File: src/rtl/snax_cgra_csr_manager_if.sv
// CSR request/response stream between the SNAX accelerator shim and the
// CGRA CSR manager. Signal names carry the direction as seen by the manager.
interface snax_cgra_csr_manager_if;
    logic [63:0] csr_req_data_i;
    logic [31:0] csr_req_addr_i;
    logic        csr_req_write_i;
    logic        csr_req_valid_i;
    logic        csr_req_ready_o;
    logic        csr_rsp_valid_o;
    logic        csr_rsp_ready_i;
    logic [63:0] csr_rsp_data_o;

    modport master (
        output csr_req_data_i, csr_req_addr_i, csr_req_write_i, csr_req_valid_i,
        input  csr_req_ready_o,
        input  csr_rsp_valid_o, csr_rsp_data_o,
        output csr_rsp_ready_i
    );

    modport slave (
        input  csr_req_data_i, csr_req_addr_i, csr_req_write_i, csr_req_valid_i,
        output csr_req_ready_o,
        output csr_rsp_valid_o, csr_rsp_data_o,
        input  csr_rsp_ready_i
    );
endinterface

File: src/rtl/snax_cgra_csr_manager.sv
// CGRA CSR register bank and launch controller: configuration registers,
// CTRL/STATUS/CYCLES registers, one-entry read response buffer, and an
// IDLE/BUSY launch FSM with a saturating run-cycle counter.
module snax_cgra_csr_manager #(
    parameter int unsigned NumCfgCsr = 8,
    parameter int unsigned CntWidth  = 32
) (
    input  logic                      clk_i,
    input  logic                      rst_ni,
    snax_cgra_csr_manager_if.slave    csr,
    output logic [NumCfgCsr*64-1:0]   cfg_o,
    output logic                      start_o,
    input  logic                      done_i,
    output logic                      busy_o
);

    localparam logic [0:0] S_IDLE = 1'b0;
    localparam logic [0:0] S_BUSY = 1'b1;

    localparam logic [31:0] ADDR_CTRL   = 32'(NumCfgCsr);
    localparam logic [31:0] ADDR_STATUS = 32'(NumCfgCsr + 1);
    localparam logic [31:0] ADDR_CYCLES = 32'(NumCfgCsr + 2);

    logic [0:0]          r_state;
    logic [63:0]         r_cfg [NumCfgCsr];
    logic [CntWidth-1:0] r_cnt;
    logic                r_start;
    logic                r_rsp_valid;
    logic [63:0]         r_rsp_data;

    logic        w_is_cfg;
    logic        w_is_ctrl;
    logic        w_is_status;
    logic        w_is_cycles;
    logic        w_busy;
    logic        w_ready;
    logic        w_wr_acc;
    logic        w_rd_acc;
    logic        w_launch;
    logic        w_rsp_pop;
    logic [63:0] w_rdata;

    assign w_is_cfg    = (csr.csr_req_addr_i < ADDR_CTRL);
    assign w_is_ctrl   = (csr.csr_req_addr_i == ADDR_CTRL);
    assign w_is_status = (csr.csr_req_addr_i == ADDR_STATUS);
    assign w_is_cycles = (csr.csr_req_addr_i == ADDR_CYCLES);
    assign w_busy      = (r_state == S_BUSY);

    // Request stall: no config/launch writes mid-run, no reads into a full buffer.
    always_comb begin
        w_ready = 1'b1;
        if (csr.csr_req_write_i && (w_is_cfg || w_is_ctrl) && w_busy) begin
            w_ready = 1'b0;
        end else if (!csr.csr_req_write_i && r_rsp_valid && !csr.csr_rsp_ready_i) begin
            w_ready = 1'b0;
        end
    end

    assign w_wr_acc  = csr.csr_req_valid_i && w_ready && csr.csr_req_write_i;
    assign w_rd_acc  = csr.csr_req_valid_i && w_ready && !csr.csr_req_write_i;
    assign w_launch  = w_wr_acc && w_is_ctrl && csr.csr_req_data_i[0] && !w_busy;
    assign w_rsp_pop = r_rsp_valid && csr.csr_rsp_ready_i;

    // Read data mux, sampled from pre-update state.
    always_comb begin
        w_rdata = '0;
        if (w_is_cfg) begin
            for (int unsigned k = 0; k < NumCfgCsr; k++) begin
                if (csr.csr_req_addr_i == 32'(k)) begin
                    w_rdata = r_cfg[k];
                end
            end
        end else if (w_is_status) begin
            w_rdata = {63'd0, w_busy};
        end else if (w_is_cycles) begin
            w_rdata = 64'(r_cnt);
        end
    end

    // Configuration register writes.
    always_ff @(posedge clk_i or negedge rst_ni) begin
        if (!rst_ni) begin
            for (int unsigned k = 0; k < NumCfgCsr; k++) begin
                r_cfg[k] <= '0;
            end
        end else if (w_wr_acc && w_is_cfg) begin
            for (int unsigned k = 0; k < NumCfgCsr; k++) begin
                if (csr.csr_req_addr_i == 32'(k)) begin
                    r_cfg[k] <= csr.csr_req_data_i;
                end
            end
        end
    end

    // Flatten configuration registers onto cfg_o.
    always_comb begin
        cfg_o = '0;
        for (int unsigned k = 0; k < NumCfgCsr; k++) begin
            cfg_o[64*k +: 64] = r_cfg[k];
        end
    end

    // Launch FSM, start pulse and saturating run-cycle counter.
    always_ff @(posedge clk_i or negedge rst_ni) begin
        if (!rst_ni) begin
            r_state <= S_IDLE;
            r_start <= 1'b0;
            r_cnt   <= '0;
        end else begin
            r_start <= 1'b0;
            case (r_state)
                S_IDLE: begin
                    if (w_launch) begin
                        r_state <= S_BUSY;
                        r_start <= 1'b1;
                        r_cnt   <= '0;
                    end
                end
                S_BUSY: begin
                    if (done_i) begin
                        r_state <= S_IDLE;
                    end else if (r_cnt != '1) begin
                        r_cnt <= r_cnt + CntWidth'(1);
                    end
                end
                default: r_state <= S_IDLE;
            endcase
        end
    end

    // Single-entry response buffer; refill in the pop cycle keeps valid high.
    always_ff @(posedge clk_i or negedge rst_ni) begin
        if (!rst_ni) begin
            r_rsp_valid <= 1'b0;
            r_rsp_data  <= '0;
        end else if (w_rd_acc) begin
            r_rsp_valid <= 1'b1;
            r_rsp_data  <= w_rdata;
        end else if (w_rsp_pop) begin
            r_rsp_valid <= 1'b0;
        end
    end

    assign csr.csr_req_ready_o = w_ready;
    assign csr.csr_rsp_valid_o = r_rsp_valid;
    assign csr.csr_rsp_data_o  = r_rsp_data;
    assign start_o             = r_start;
    assign busy_o              = w_busy;

endmodule

File: src/flat_wrapper.sv
// flat-port wrapper written by rule: the top's interface ports become plain ports
module snax_cgra_csr_manager_flat 
#(
    parameter int unsigned NumCfgCsr = 8,
    parameter int unsigned CntWidth  = 32
)
  (clk_i, rst_ni, cfg_o, start_o, done_i, busy_o, csr_csr_req_data_i, csr_csr_req_addr_i, csr_csr_req_write_i, csr_csr_req_valid_i, csr_csr_req_ready_o, csr_csr_rsp_valid_o, csr_csr_rsp_data_o, csr_csr_rsp_ready_i);
  snax_cgra_csr_manager_if csr_i ();
  input  logic clk_i;
  input  logic rst_ni;
  output logic [NumCfgCsr*64-1:0] cfg_o;
  output logic start_o;
  input  logic done_i;
  output logic busy_o;
  input wire logic [$bits(csr_i.csr_req_data_i)-1:0] csr_csr_req_data_i;
  input wire logic [$bits(csr_i.csr_req_addr_i)-1:0] csr_csr_req_addr_i;
  input wire logic [$bits(csr_i.csr_req_write_i)-1:0] csr_csr_req_write_i;
  input wire logic [$bits(csr_i.csr_req_valid_i)-1:0] csr_csr_req_valid_i;
  output wire logic [$bits(csr_i.csr_req_ready_o)-1:0] csr_csr_req_ready_o;
  output wire logic [$bits(csr_i.csr_rsp_valid_o)-1:0] csr_csr_rsp_valid_o;
  output wire logic [$bits(csr_i.csr_rsp_data_o)-1:0] csr_csr_rsp_data_o;
  input wire logic [$bits(csr_i.csr_rsp_ready_i)-1:0] csr_csr_rsp_ready_i;
  assign csr_i.csr_req_data_i = csr_csr_req_data_i;
  assign csr_i.csr_req_addr_i = csr_csr_req_addr_i;
  assign csr_i.csr_req_write_i = csr_csr_req_write_i;
  assign csr_i.csr_req_valid_i = csr_csr_req_valid_i;
  assign csr_csr_req_ready_o = csr_i.csr_req_ready_o;
  assign csr_csr_rsp_valid_o = csr_i.csr_rsp_valid_o;
  assign csr_csr_rsp_data_o = csr_i.csr_rsp_data_o;
  assign csr_i.csr_rsp_ready_i = csr_csr_rsp_ready_i;
  snax_cgra_csr_manager #(.NumCfgCsr(NumCfgCsr), .CntWidth(CntWidth)) u_core (.clk_i(clk_i), .rst_ni(rst_ni), .csr(csr_i), .cfg_o(cfg_o), .start_o(start_o), .done_i(done_i), .busy_o(busy_o));
endmodule
File: config.mk
export PLATFORM = sky130hd
export DESIGN_NAME = snax_cgra_csr_manager_flat
export DESIGN_NICKNAME = d
export VERILOG_FILES = /design/src/rtl/snax_cgra_csr_manager_if.sv /design/src/rtl/snax_cgra_csr_manager.sv /design/src/flat_wrapper.sv
export SDC_FILE = /design/constraint.sdc
export NUM_CORES = 1
export LEC_CHECK = 0
export ABC_AREA = 1
export CAP_MARGIN = 20
export CORE_AREA = 2 2 266 268
export CTS_CLUSTER_DIAMETER = 40
export CTS_CLUSTER_SIZE = 25
export DETAILED_ROUTE_END_ITERATION = 12
export DIE_AREA = 0 0 268 270
export PLACE_DENSITY = 0.66
export SYNTH_ARGS = -nofsm -noshare
export SYNTH_HDL_FRONTEND = slang
export SYNTH_SLANG_ARGS = --single-unit
File: constraint.sdc
create_clock -name clk_i -period 4.9 [get_ports clk_i]
set_clock_uncertainty 0.2 [all_clocks]
set_input_delay 0.735 -clock clk_i [delete_from_list [all_inputs] [get_ports clk_i]]
set_output_delay 0.735 -clock clk_i [all_outputs]
set_load 0.03 [all_outputs]
-- Word-level counts from Yosys, hierarchy flattened
Cells that the tools add are included.
- flip-flop bits (word level): 611
- bits of input ports: 102
- output and inout bits: 580
- logic and storage cells: 80
- add/subtract/negate cells: 1
- magnitude comparators: 1
- equal/unequal tests: 14
- muxes and demuxes: 23
- bitwise gates (word level): 1
- reduce and logical (&&, ||, !) cells: 27
- operators by type and width (kind ; number):
    $mux 64 ; 10
    $eq 32x3->1 const B ; 4
    $mux 32 ; 4
    $eq 32x4->1 const B ; 3
    $eq 32x2->1 const B ; 2
    $pmux 32 s2 ; 1
    $add 32x1->32 const B ; 1
    $eq 32x1->1 const B ; 1
    $logic_not 32->1 ; 1
    $lt 32x4->1 const B ; 1
    $ne 32x32->1 const B ; 1
    $reduce_and 2->1 ; 8
    $logic_and 1x1->1 ; 12
    $mux 1 ; 7
    $ne 2x2->1 const B ; 2
    $logic_not 1->1 ; 3
    $reduce_and 3->1 ; 1
    $ne 2x1->1 const B ; 1
    $pmux 1 s2 ; 1
    $reduce_bool 2->1 ; 1
    $logic_or 1x1->1 ; 1
    $not 1->1 ; 1

-- Logic depth before layout (Yosys ltp)
- word-level depth: 12
- gate-level depth with buffers: 16
- depth with buffers taken out: 15

-- Worst setup path before layout
Ideal clock, no wire load.
- kind: input-to-output
- from: input port csr_csr_req_addr_i[29]
- to: output port csr_csr_req_ready_o
- arrival: 1.742 ns
- data required time: 3.965 ns
- setup slack: 2.223 ns
- stages on the path: 8
- cells stage by stage: nor2_1 nand2_1 nor2_1 nand2_2 nor2_8 nand2_2 nand2_1 a31oi_1
- word-level cells in the longest chain between the ends: 5
- ends and longest elaborated chain (what ; RTL line ; source):
    start, declared ; flat_wrapper.sv:16 ; input wire logic [$bits(csr_i.csr_req_addr_i)-1:0] csr_csr_req_addr_i;
    $lt 32x4->1 or $eq 32x4->1 (tied branches) ; snax_cgra_csr_manager.sv:43, snax_cgra_csr_manager.sv:44 ;
    $logic_or 1x1->1 * ; snax_cgra_csr_manager.sv:52 ; if (csr.csr_req_write_i && (w_is_cfg || w_is_ctrl) && w_busy) begin
    $logic_and 1x1->1 * (2 in a row) ; snax_cgra_csr_manager.sv:52 ;
    $mux 1 * ; snax_cgra_csr_manager.sv:52 ;
    end, declared ; flat_wrapper.sv:19 ; output wire logic [$bits(csr_i.csr_req_ready_o)-1:0] csr_csr_req_ready_o;
Mark *: on every way between the ends. The rest lies on a longest branch, timed or not.

-- Worst setup path in the final report
- from: input port csr_csr_req_addr_i[8]
- to: output port csr_csr_req_ready_o
Same word-level chain as after synthesis.

==> flow_metrics.py <==
metrics = {
    "clock_network": {
        "cts_max_level": 3,
        "clock-root-buffer": "clkbuf_16",
        "clk_latency_ns": 0.68,
        "cts_max_path_buffers": 3,
        "postCtsSetupBuffers": 0,
        "cts_buffers": 107,
        "path_clk_slew_ns": 0.06,
        "cts_sinks": 611,
        "tritoncts": "built",
    },
    "sta": {
        "hold_viol_final": 0,
        "rsz0062_at_grt": "false",
        "max_freq_mhz": 240.2,
        "report.final.slew_viol_count": 0,
        "layout_min_cycle_time_ns": 4.164,
        "finalSetupTns_ns": 0,
        "setup_viol": 0,
        "hold_ws_ns": 0.2743,
        "worst_pin_slew_ns": 1.144,
        "worst_slack_ns": 0.7362,
        "relSlewSlack_pct": 23.74,
        "fin_crit_sh_pct": 84.98,
    },
    "finish": {
        "fin_cells": 5105,
        "num-fill-cells": 6261,
        "layout-drive-gt1-share_pct": 7.112,
        "syn_to_final_growth_pct": 42.70,
        "fin_nets": 4175,
        "multi_input_area_um2": 10610,
        "regArea_um2": 15290,
    },
    "power_and_ir_drop": {
        "intPower_uw": 10190,
        "p_seq_share_pct": 38.0,
        "p_sw_share_pct": 23.81,
        "p_leak_uw": 0.01781,
        "switchingPower_uw": 3184,
        "peakVddDrop_mv": 0.2368,
        "p_per_area_nw_per_um2": 341.4,
        "clkPwrFrac_pct": 59.2,
        "pwr-share-comb_pct": 2.8,
    },
    "floorplan": {
        "row_count": 97,
        "die_area_um2": 72360,
        "die_h_um": 270,
        "die_x_um": 268,
        "initial_core_util_pct": 39.47,
        "io_pins": 682,
        "core_um2": 69540,
    },
    "status": {
        "status": "complete, no violations",
    },
    "placed_design": {
        "gp_congestion": 0.9620,
        "hpwl_um": 77610,
        "io_buffers": 681,
        "detailedPlace.worstSlack_ns": 0.5658,
        "dp_cells": 4902,
    },
    "logic_synthesis": {
        "synth_top_area_share_pct": 55.70,
        "avgSynthCellArea_um2": 8.019,
        "synth_seq_cells": 611,
        "synth_seq_area_share_pct": 55.70,
        "synth_nets": 3526,
        "synth_cell_type_count": 28,
        "syn_inst": 3423,
        "synth_area_leaders": "dfrtp_1 (56%), nand2_1 (16%), o21ai_1 (8.2%)",
        "syn_area_um2": 27450,
        "yosys_warnings": 0,
        "synth_area_leader_cell": "dfrtp_1",
    },
    "global_route": {
        "grt_overflow": 0,
        "grt_pass1_wl_um": 168600,
        "grt_usage_pct": 31.09,
        "antenna_found_initial": 3,
        "grt_max_degree": 129,
        "grt_pass1_vias": 25520,
    },
    "worst_setup_path": {
        "crit_required_ns": 3.96,
        "worst_setup_path_start_kind": "input pin",
        "crit_chain": "clkdlybuf4s50_1 -> nor2_1 -> nand2_1 -> inv_1 -> nand2_4 -> nor2_8 -> nand2_2 -> nand2_1 -> a31oi_1 -> clkdlybuf4s50_1",
        "max_stage_delay_ns": 0.86,
        "cpMaxStageDelayCell": "clkdlybuf4s50_1",
        "end_kind": "output pin",
        "worstPathMaxFanout": 10,
        "crit_family": "buffers and inverters",
        "criticalPathCategory": "in2out",
        "cp_data_arrival_time_ns": 3.23,
        "path_buf_inv": 3,
    },
    "routing": {
        "drt_iter0_drc": 2622,
        "drt_pre_antenna_iters": 5,
        "vias": 26512,
        "ant_nets": 0,
        "drc_errors": 0,
        "detail_route.wl_per_cell_um": 22.01,
        "via_per_inst": 5.193,
        "drt-total-wl_um": 112400,
    },
    "flow_run": {
        "drv_cap": 0,
    },
    "min_path": {
        "hp-class": "reg2reg",
    },
}
-- worst paths after layout --
kind	from	endpoint	slack, ns	cells past startpoint
max in group asynchronous	rst_ni	u_core.csr.csr_rsp_data_o[16]	3.01	3
worst min register to register	u_core.csr.csr_rsp_data_o[61]	u_core.csr.csr_rsp_data_o[61]	0.27	2
worst min-delay path	u_core.csr.csr_rsp_data_o[61]	u_core.csr.csr_rsp_data_o[61]	0.27	2
worst max register to register	u_core.csr.csr_rsp_valid_o	u_core.cfg_o[129]	1.89	9
min in group asynchronous	rst_ni	u_core.cfg_o[8]	0.51	2
worst max-delay path	csr_csr_req_addr_i[8]	csr_csr_req_ready_o	0.74	10
-- metrics by stage --
step / utilization (%) / power [uW] / instance area, um2
after floorplan: - / 5267 / 27450
after global placement: 50.70 / 5544 / 35260
after global routing: 56.31 / 13730 / 39160
final: 56.32 / 13370 / 39170
after CTS: 56.31 / 13470 / 39160
after detailed placement: 50.70 / 5545 / 35260
-- synth_stat cells --
library cell,count
a21oi_1,50
a31oi_1,1
buf_1,10
buf_2,122
buf_4,14
clkbuf_1,53
dfrtp_1,611
ha_1,1
inv_1,192
inv_2,5
nand2_1,1199
nand2_2,4
nand2_4,1
nand3_1,179
nand3b_1,1
nand4_1,60
nor2_1,302
nor2_2,4
nor2_8,1
nor3_1,29
nor3_2,2
nor4_1,9
o21ai_0,89
o21ai_1,451
o41ai_1,1
or2_2,4
xnor2_1,11
xor2_1,17
-- cells by family after synthesis --
| family | count (synthesis) | synth area share (%) |
|---|---|---|
| compound gates | 592 | 10.81 |
| xor+xnor | 28 | 0.8934 |
| fa+ha+maj | 1 | 0.04558 |
| buf+inv | 396 | 6.163 |
| flops | 611 | 55.70 |
| simple gates | 1795 | 26.38 |
-- worst min-delay path: stages, from the launching register on --
cell and delay [ns]:
dfrtp_1 0.34, nand2_1 0.05, nand2_1 0.05
-- what timing repair did --
action | in CTS | in global routing
gates resized for setup | 0 | 0
hold endpoints to repair | 74 | 0
hold buffers | 1 | 0
-- per-layer routing --
layer	GRT usage, %	vias up	wire, um
met4	13.20	6	4944
met5	0	-	41
met2	49.95	1245	52780
li1	-	12386	-
met3	7.805	229	10170
met1	39.82	12646	44440
-- sequential cells by signal, summed over array words and instances (netlist names) --
signal                      flops
u_core.cfg_o                  512
u_core.csr.csr_rsp_data_o      64
u_core.r_cnt                   32
u_core.busy_o                   1
u_core.csr.csr_rsp_valid_o      1
u_core.start_o                  1
-- final cells by class --
type	instances	share of cell area, %
flip-flops and latches	611	39.04
clock inverters	76	2.565
well taps	940	3.003
clock buffers	123	7.379
repair buffers	739	19.01
diodes	3	0.01917
multi-input cells	2416	27.10
inverters	197	1.888
-- power by group through the flow --
| stage | logic (uW) | clock network (uW) | registers, uW |
|---|---|---|---|
| after floorplan | 103 | 0 | 5160 |
| after global placement | 379 | 0 | 5160 |
| after detailed placement | 380 | 0 | 5170 |
| after CTS | 382 | 8010 | 5080 |
| after global routing | 417 | 8240 | 5080 |
| final | 375 | 7920 | 5080 |
-- cells in the final DEF, fill, tap and decap left out, drive strengths merged --
| master | instances |
|---|---|
| o21ai | 540 |
| nor2 | 307 |
| dlygate4sd3 | 1 |
| nand4 | 60 |
| buf | 58 |
| clkdlybuf4s50 | 680 |
| clkinv | 30 |
| ha | 1 |
| a31oi | 1 |
| clkinvlp | 16 |
| xnor2 | 11 |
| diode | 3 |
| nand3b | 1 |
| a21oi | 50 |
| dfrtp | 611 |
| inv | 214 |
| nand2 | 1204 |
| clkbuf | 123 |
| nor3 | 31 |
| nand3 | 179 |
| o41ai | 1 |
| xor2 | 17 |
| or2 | 4 |
| nor4 | 9 |
| bufinv | 13 |
(Power assumes the default switching activity.)
